===== config.mk =====
export PLATFORM = sky130hd
export DESIGN_NAME = spi_master_tx
export DESIGN_NICKNAME = d
export VERILOG_FILES = /design/src/rtl/spi_master_tx.sv
export SDC_FILE = /design/constraint.sdc
export NUM_CORES = 1
export LEC_CHECK = 0
export BUFFER_PORTS_ARGS = -buffer_cell sky130_fd_sc_hd__buf_2
export CORE_MARGIN = 2
export CORE_UTILIZATION = 45
export DETAILED_ROUTE_END_ITERATION = 8
export GPL_ROUTABILITY_DRIVEN = 0
export MAX_ROUTING_LAYER = met4
export PLACE_DENSITY_LB_ADDON = 0.25
export SLEW_MARGIN = 30
export SYNTH_ARGS = -nofsm -noshare
export SYNTH_HDL_FRONTEND = slang
export SYNTH_SLANG_ARGS = --single-unit

===== constraint.sdc =====
create_clock -name sysClk_i -period 1.8 [get_ports sysClk_i]
set_input_delay 0.09 -clock sysClk_i [delete_from_list [all_inputs] [get_ports sysClk_i]]
set_output_delay 0.09 -clock sysClk_i [all_outputs]
set_load 0.01 [all_outputs]

===== src/rtl/spi_master_tx.sv =====
// spi_master_tx: mode-0, MSB-first SPI master transmitter with SCLK half-periods stretched to HALF_PERIOD clocks.
// Define SPI_MASTER_RX_EN to add the MISO capture path (miso_i / rx_data_o).
module spi_master_tx #(
  parameter int DATA_WIDTH  = 8,
  parameter int HALF_PERIOD = 4,
  parameter int CS_GAP      = 4
) (
  input  logic                  sysClk_i,
  input  logic                  reset_i,
  input  logic                  start_i,
  input  logic [DATA_WIDTH-1:0] data_i,
`ifdef SPI_MASTER_RX_EN
  input  logic                  miso_i,
  output logic [DATA_WIDTH-1:0] rx_data_o,
`endif
  output logic                  busy_o,
  output logic                  done_o,
  output logic                  sclk_o,
  output logic                  mosi_o,
  output logic                  cs_n_o
);

  localparam int HW = $clog2(HALF_PERIOD);
  localparam int BW = $clog2(DATA_WIDTH + 1);
  localparam int GW = (CS_GAP > 2) ? $clog2(CS_GAP) : 1;
  localparam logic [HW-1:0] HALF_LAST = HW'(HALF_PERIOD - 1);
  localparam logic [BW-1:0] BIT_LAST  = BW'(DATA_WIDTH);
  localparam logic [GW-1:0] GAP_LAST  = GW'((CS_GAP > 2) ? CS_GAP - 3 : 0);

  typedef enum logic [2:0] {IDLE, LEAD, HIGH, LOW, TRAIL, GAP} state_t;

  state_t                state_q, state_d;
  logic [HW-1:0]         half_cnt_q, half_cnt_d, half_next;
  logic [BW-1:0]         bit_cnt_q, bit_cnt_d, bit_next;
  logic [GW-1:0]         gap_cnt_q, gap_cnt_d;
  logic [DATA_WIDTH-1:0] tx_q, tx_d, tx_shift;
  logic                  sclk_q, sclk_d, mosi_q, mosi_d, cs_n_q, cs_n_d;
  logic                  busy_q, busy_d, done_q, done_d;
  logic                  half_done;

  always_comb begin
    state_d    = state_q;
    half_cnt_d = half_cnt_q;
    bit_cnt_d  = bit_cnt_q;
    gap_cnt_d  = gap_cnt_q;
    tx_d       = tx_q;
    sclk_d     = sclk_q;
    mosi_d     = mosi_q;
    cs_n_d     = cs_n_q;
    busy_d     = busy_q;
    done_d     = 1'b0;
    half_done  = (half_cnt_q == HALF_LAST);
    half_next  = half_done ? half_cnt_q : half_cnt_q + 1'b1;
    bit_next   = (bit_cnt_q == BIT_LAST) ? bit_cnt_q : bit_cnt_q + 1'b1;
    tx_shift   = tx_q << 1;
    case (state_q)
      IDLE: begin
        if (start_i) begin
          state_d    = LEAD;
          tx_d       = data_i;
          mosi_d     = data_i[DATA_WIDTH-1];
          cs_n_d     = 1'b0;
          busy_d     = 1'b1;
          half_cnt_d = '0;
          bit_cnt_d  = '0;
        end
      end
      LEAD: begin
        if (half_done) begin
          state_d    = HIGH;
          half_cnt_d = '0;
          sclk_d     = 1'b1;
          bit_cnt_d  = bit_next;
        end else begin
          half_cnt_d = half_next;
        end
      end
      HIGH: begin
        if (half_done) begin
          state_d    = LOW;
          half_cnt_d = '0;
          sclk_d     = 1'b0;
          if (bit_cnt_q != BIT_LAST) begin
            tx_d   = tx_shift;
            mosi_d = tx_shift[DATA_WIDTH-1];
          end
        end else begin
          half_cnt_d = half_next;
        end
      end
      LOW: begin
        // After the final falling edge CS is released on the very next cycle.
        if (bit_cnt_q == BIT_LAST) begin
          cs_n_d     = 1'b1;
          done_d     = 1'b1;
          mosi_d     = 1'b0;
          half_cnt_d = '0;
          if (CS_GAP == 1) begin
            state_d = IDLE;
            busy_d  = 1'b0;
          end else begin
            state_d = TRAIL;
          end
        end else if (half_done) begin
          state_d    = HIGH;
          half_cnt_d = '0;
          sclk_d     = 1'b1;
          bit_cnt_d  = bit_next;
        end else begin
          half_cnt_d = half_next;
        end
      end
      TRAIL: begin
        if (CS_GAP <= 2) begin
          state_d = IDLE;
          busy_d  = 1'b0;
        end else begin
          state_d   = GAP;
          gap_cnt_d = '0;
        end
      end
      GAP: begin
        if (gap_cnt_q == GAP_LAST) begin
          state_d = IDLE;
          busy_d  = 1'b0;
        end else begin
          gap_cnt_d = gap_cnt_q + 1'b1;
        end
      end
      default: state_d = IDLE;
    endcase
  end

  always_ff @(posedge sysClk_i or posedge reset_i) begin
    if (reset_i) begin
      state_q    <= IDLE;
      half_cnt_q <= '0;
      bit_cnt_q  <= '0;
      gap_cnt_q  <= '0;
      tx_q       <= '0;
      sclk_q     <= 1'b0;
      mosi_q     <= 1'b0;
      cs_n_q     <= 1'b1;
      busy_q     <= 1'b0;
      done_q     <= 1'b0;
    end else begin
      state_q    <= state_d;
      half_cnt_q <= half_cnt_d;
      bit_cnt_q  <= bit_cnt_d;
      gap_cnt_q  <= gap_cnt_d;
      tx_q       <= tx_d;
      sclk_q     <= sclk_d;
      mosi_q     <= mosi_d;
      cs_n_q     <= cs_n_d;
      busy_q     <= busy_d;
      done_q     <= done_d;
    end
  end

`ifdef SPI_MASTER_RX_EN
  logic [DATA_WIDTH-1:0] rx_shift_q, rx_shift_d, rx_data_q, rx_data_d;
  logic [DATA_WIDTH:0]   rx_cat;

  // MISO is sampled as SCLK rises; the assembled word is published when CS is released.
  always_comb begin
    rx_cat     = {rx_shift_q, miso_i};
    rx_shift_d = rx_shift_q;
    rx_data_d  = rx_data_q;
    if (state_d == HIGH && state_q != HIGH) rx_shift_d = rx_cat[DATA_WIDTH-1:0];
    if (done_d) rx_data_d = rx_shift_q;
  end

  always_ff @(posedge sysClk_i or posedge reset_i) begin
    if (reset_i) begin
      rx_shift_q <= '0;
      rx_data_q  <= '0;
    end else begin
      rx_shift_q <= rx_shift_d;
      rx_data_q  <= rx_data_d;
    end
  end

  assign rx_data_o = rx_data_q;
`endif

  assign busy_o = busy_q;
  assign done_o = done_q;
  assign sclk_o = sclk_q;
  assign mosi_o = mosi_q;
  assign cs_n_o = cs_n_q;

endmodule


==> Word-level counts from Yosys, hierarchy flattened <==
Cells that the tools add are included.
{ "totals": {"register_bits": 23, "latchBits": 0, "ramBits": 0, "rom_bits": 0, "in_bits": 11, "output_inout_bits": 5, "elab_cells": 86, "n_memories": 0} }
{ "classes": {"addsub": 3, "multipliers": 0, "div": 0, "n_lt_le_gt_ge": 0, "eq_ne": 16, "n_shift": 0, "muxes": 38, "bitwise": 0, "n_reduce_logical": 19} }
{ "op_table": {"columns": ["operator", "n"], "rows": [
  ["7-bit 2-to-1 mux", 3],
  ["3-bit case mux with 6 select lines", 1],
  ["4-bit 2-to-1 mux", 4],
  ["3-bit 2-to-1 mux", 5],
  ["3-bit AND reduction", 5],
  ["2-bit != test, second input constant", 7],
  ["7-bit case mux with 2 select lines", 1],
  ["1-bit 2-to-1 mux", 13],
  ["4-bit case mux with 3 select lines", 1],
  ["3-bit nonzero test", 4],
  ["2-bit 2-to-1 mux", 4],
  ["2-bit nonzero test", 4],
  ["3-bit by 2-bit equality test with 1-bit output, second input constant", 2],
  ["3-bit equality test, second input constant", 2],
  ["1-bit case mux with 3 select lines", 2],
  ["2-bit case mux with 3 select lines", 1],
  ["5-bit AND reduction", 1],
  ["2-bit by 1-bit adder with 2-bit output, second input constant", 2],
  ["4-bit by 1-bit adder with 4-bit output, second input constant", 1],
  ["4-bit equality test, second input constant", 1],
  ["4-bit != test, second input constant", 1],
  ["1-bit case mux with 2 select lines", 2],
  ["2-bit case mux with 2 select lines", 1],
  ["2-bit AND reduction", 2],
  ["6 further kinds", 6]
]} }

==> Depth between registers and ports, before layout <==
{ "logic_depth": {"ltp_word": 5, "ltp_mapped": 7, "ltp_nobuf": 6} }

==> Least setup slack after synthesis <==
Ideal clock, no wire load.
{ "synth_path": {"kind": "register to register", "start": "register bit_cnt_q[0]", "end": "register tx_q[3]", "setup_ns": 0.124, "t_arrival_ns": 1.562, "required_ns": 1.676, "path_slack_ns": 0.114, "path_stages_with_launch": 8, "path_buffers": 1, "synth_period_minus_slack_ns": 1.686, "path_cell_list": "dfrtp_1 > inv_1 > ha_1 > and4b_4 > a2111o_1 > buf_6 > nand2_1 > o21ai_1"} }
{ "synth_between": {"elab_chain_cells": 3} }
{ "synth_rtl": {"columns": ["item", "line_no", "rtl"], "rows": [
  ["start: declaration", "34", "logic [BW-1:0] bit_cnt_q, bit_cnt_d, bit_next;"],
  ["start signal: assignment", "149", "bit_cnt_q <= bit_cnt_d;"],
  ["4-bit != test", "83", "if (bit_cnt_q != BIT_LAST) begin"],
  ["2-bit != test (no line)", null, null],
  ["4-bit AND reduction (no line)", null, null],
  ["end signal: assignment", "151", "tx_q <= tx_d;"],
  ["end: declaration", "36", "logic [DATA_WIDTH-1:0] tx_q, tx_d, tx_shift;"]
]} }
Every way passes these cells.
A chain may end at the register's enable or synchronous reset.

==> Worst setup path after layout <==
{ "layout_path": {"start": "register bit_cnt_q[1]", "end": "register tx_q[5]"} }
Same word-level chain as after synthesis.

==> run_results.csv <==
group,metric,value,unit
run_status,status,"complete, no violations",
place,port_buffers,15,
die,core,0.00276,mm^2
critical_path,start_kind,"register",
clock_tree,clk_pin_slew_worst_paths,0.14,ns
cells_and_area,area_growth,14.8,%
die,ios,16,
synth,synth_area,0.00130,mm^2
synth,synth_area_leader_cell,"dfrtp_1",
synth,ys.flop_type,"dfrtp_1",
grt,grt_pass1_vias,988,
detailed_routing,vias,1056,
sta,final-hold-violation-count,0,
clock_tree,post-cts-setup-buffers,0,
critical_path,crit_arrival,1.85,ns
detailed_routing,drt_wl_total,2.60,mm
clock_tree,cts_buffers,3,
cells_and_area,nets,180,
cells_and_area,layout-drive-gt1-share,26.2,%
pwr,power.static_leakage,0.000703,uW
cells_and_area,fill_cells,255,
synth,ys_warn_count,0,
run,drv_cap,0,
sta,worst_slew_pin_slew,0.377,ns
sta,drv_slew,0,
synth,synth_top_area_share,42.4,%
grt,grt_pass1_wl,4.52,mm
synth,synth_edf_count,0,
clock_tree,cts_max_level,1,
synth,synthesis.nets,155,
hold_path,hp-class,"input pin to register",
synth,avgSynthCellArea,9.27,um^2
die,die_area,0.00333,mm^2
critical_path,cp-end-kind,"register",
synth,yosys-top-cells-area,"dfrtp_1 42%, mux2i_1 6.2%, o21ai_0 5.4%, nand2_1 4.3%, ha_1 3.9%",
die,start_util,47.1,%
sta,fmax,0.609,GHz
clock_tree,cts_tree,"built",
grt,track_usage,18.0,%
cells_and_area,num_antenna_cells,0,
clock_tree,insertion_delay,0.32,ns
synth,async_reset_ff_share,100,%
critical_path,crit_type,"register to register",
critical_path,cp_max_fo,7,
detailed_routing,wl_per_cell,13.3,um
synth,ys_types,38,
pwr,ir_drop,0.000336,V
detailed_routing,via_per_inst,5.42,
detailed_routing,ant_nets,0,
sta,setup_violations,0,
synth,synth-seq-cells,23,
synth,synth_common_cells,"22 x dfrtp_1, 15 x nand2_1, 14 x o21ai_0",
die,fp.dieH,57.7,um
die,die_x,57.7,um
sta,rsz0062_at_grt,"false",
sta,fin_crit,1.64,ns
clock_tree,clockBufferDepth,2,
grt,antenna_found_initial,0,
sta,layout_setup_ws,0.158,ns
synth,synth_seq_area_share,44.5,%
critical_path,cp.required,2.00,ns
die,num_rows,19,
detailed_routing,first_pass_iters,4,
detailed_routing,drtIter0Drc,69,
sta,relSlewSlack,74.6,%
clock_tree,cts_root_buf,"clkbuf_4",
grt,overflow,0,
sta,finClkSkew,0.0135,ns
cells_and_area,fin_util,54.0,%
cells_and_area,multi_input_area,653,um^2
place,place_hpwl,1.81,mm
grt,grt_max_degree,24,
synth,synth_cells,140,
clock_tree,clock_sinks,23,
sta,setup_tns,0,ns
detailed_routing,drc_errors,0,
place,dp_slack,0.0225,ns
pwr,total_power,801,uW
synth,yosysMostFrequentCell,"dfrtp_1",
sta,fin_crit_sh,91.2,%
pwr,power_density,538,mW/mm^2
cells_and_area,seq_area,577,um^2
path summary, 6_finish.rpt:
path                              start      end  slack (ns)  depth (start not counted)
min                           data_i[2]  tx_q[2]        0.02                          3
max in group asynchronous       reset_i   cs_n_o        1.16                          4
max                        bit_cnt_q[1]  tx_q[5]        0.16                          6
min in group asynchronous       reset_i   mosi_o        0.34                          4
max reg2reg                bit_cnt_q[1]  tx_q[5]        0.16                          6
min reg2reg                      cs_n_o   cs_n_o        0.49                          2
power by group:
part	internal, uW	switching [uW]
clock	85.0	167
combinational	13.6	17.3
sequential	518	0.480
total	617	185
routing by layer:
layer	up-vias	share of wire, %	track usage (%)
met4	0	1.1	4.98
li1	542	-	-
met1	487	46	24.4
met2	23	49	27.9
met3	4	4.5	3.13
met5	-	0	-
cell families after synthesis:
| family | count (synthesis) | synth area share (%) |
|---|---|---|
| AND/OR/NAND/NOR | 47 | 18.7 |
| multiplexers | 9 | 7.04 |
| buffers and inverters | 15 | 6.36 |
| adder cells (fa/ha/maj) | 4 | 3.86 |
| flip-flops | 23 | 44.5 |
| AO/OA/AOI/OAI | 42 | 19.6 |
critical path: stages (launching register included):
cell and delay [ns]:
dfrtp_1 0.37, inv_1 0.05, ha_1 0.20, and4b_4 0.23, a2111o_2 0.53, nand2_1 0.09
o21ai_1 0.06
area by class of cell:
class / count / share of cell area (%)
flip-flops and latches: 23 / 38.7
multi-input cells: 103 / 43.9
well taps: 31 / 2.61
clock inverters: 1 / 0.504
clock buffers: 3 / 1.51
inverters: 8 / 2.02
repair buffers: 26 / 10.8
state kept, by name (all words and copies together) (netlist names):
name	count
bit_cnt_q	4
busy_o	1
cs_n_o	1
done_o	1
gap_cnt_q	2
half_cnt_q	2
mosi_o	1
sclk_o	1
state_q	3
tx_q	7
metrics by stage:
stage | hold WS [ns] | cells | cell area (um^2)
2_1_floorplan | 0.0912 | 140 | 1300
3_3_place_gp | 0.141 | 189 | 1430
3_5_place_dp | 0.150 | 189 | 1430
4_1_cts | 0.0274 | 194 | 1480
5_1_grt | 0.0282 | 195 | 1490
6_report | 0.0195 | 195 | 1490
cell usage in the layout (no fill, tap or decap), types with 2 or more instances in the layout:
master | Yosys | final
dfrtp_1 | 22 | 22
nand2_1 | 15 | 15
buf_2 | 1 | 15
o21ai_0 | 14 | 14
nor2_1 | 11 | 11
buf_4 | 0 | 10
mux2i_1 | 8 | 8
inv_1 | 8 | 8
a21oi_1 | 7 | 7
o21ai_1 | 6 | 6
nor3_1 | 5 | 5
nand2_2 | 3 | 3
o21ai_2 | 3 | 3
ha_1 | 4 | 3
clkbuf_4 | 0 | 3
o31ai_1 | 2 | 2
a31oi_1 | 2 | 2
o22ai_1 | 2 | 2
nand2b_1 | 2 | 2
a22o_1 | 2 | 2
repair_timing:
| item | 4_1_cts | 5_1_grt |
|---|---|---|
| gates cloned | 0 | 1 |
| hold buffers | 1 | 0 |
| resized for setup | 1 | 1 |
| pin swaps | 0 | 1 |
| endpoints found under the setup margin | 3 | 7 |
| endpoints found under the hold margin | 22 | 0 |
(Power assumes the default switching activity.)
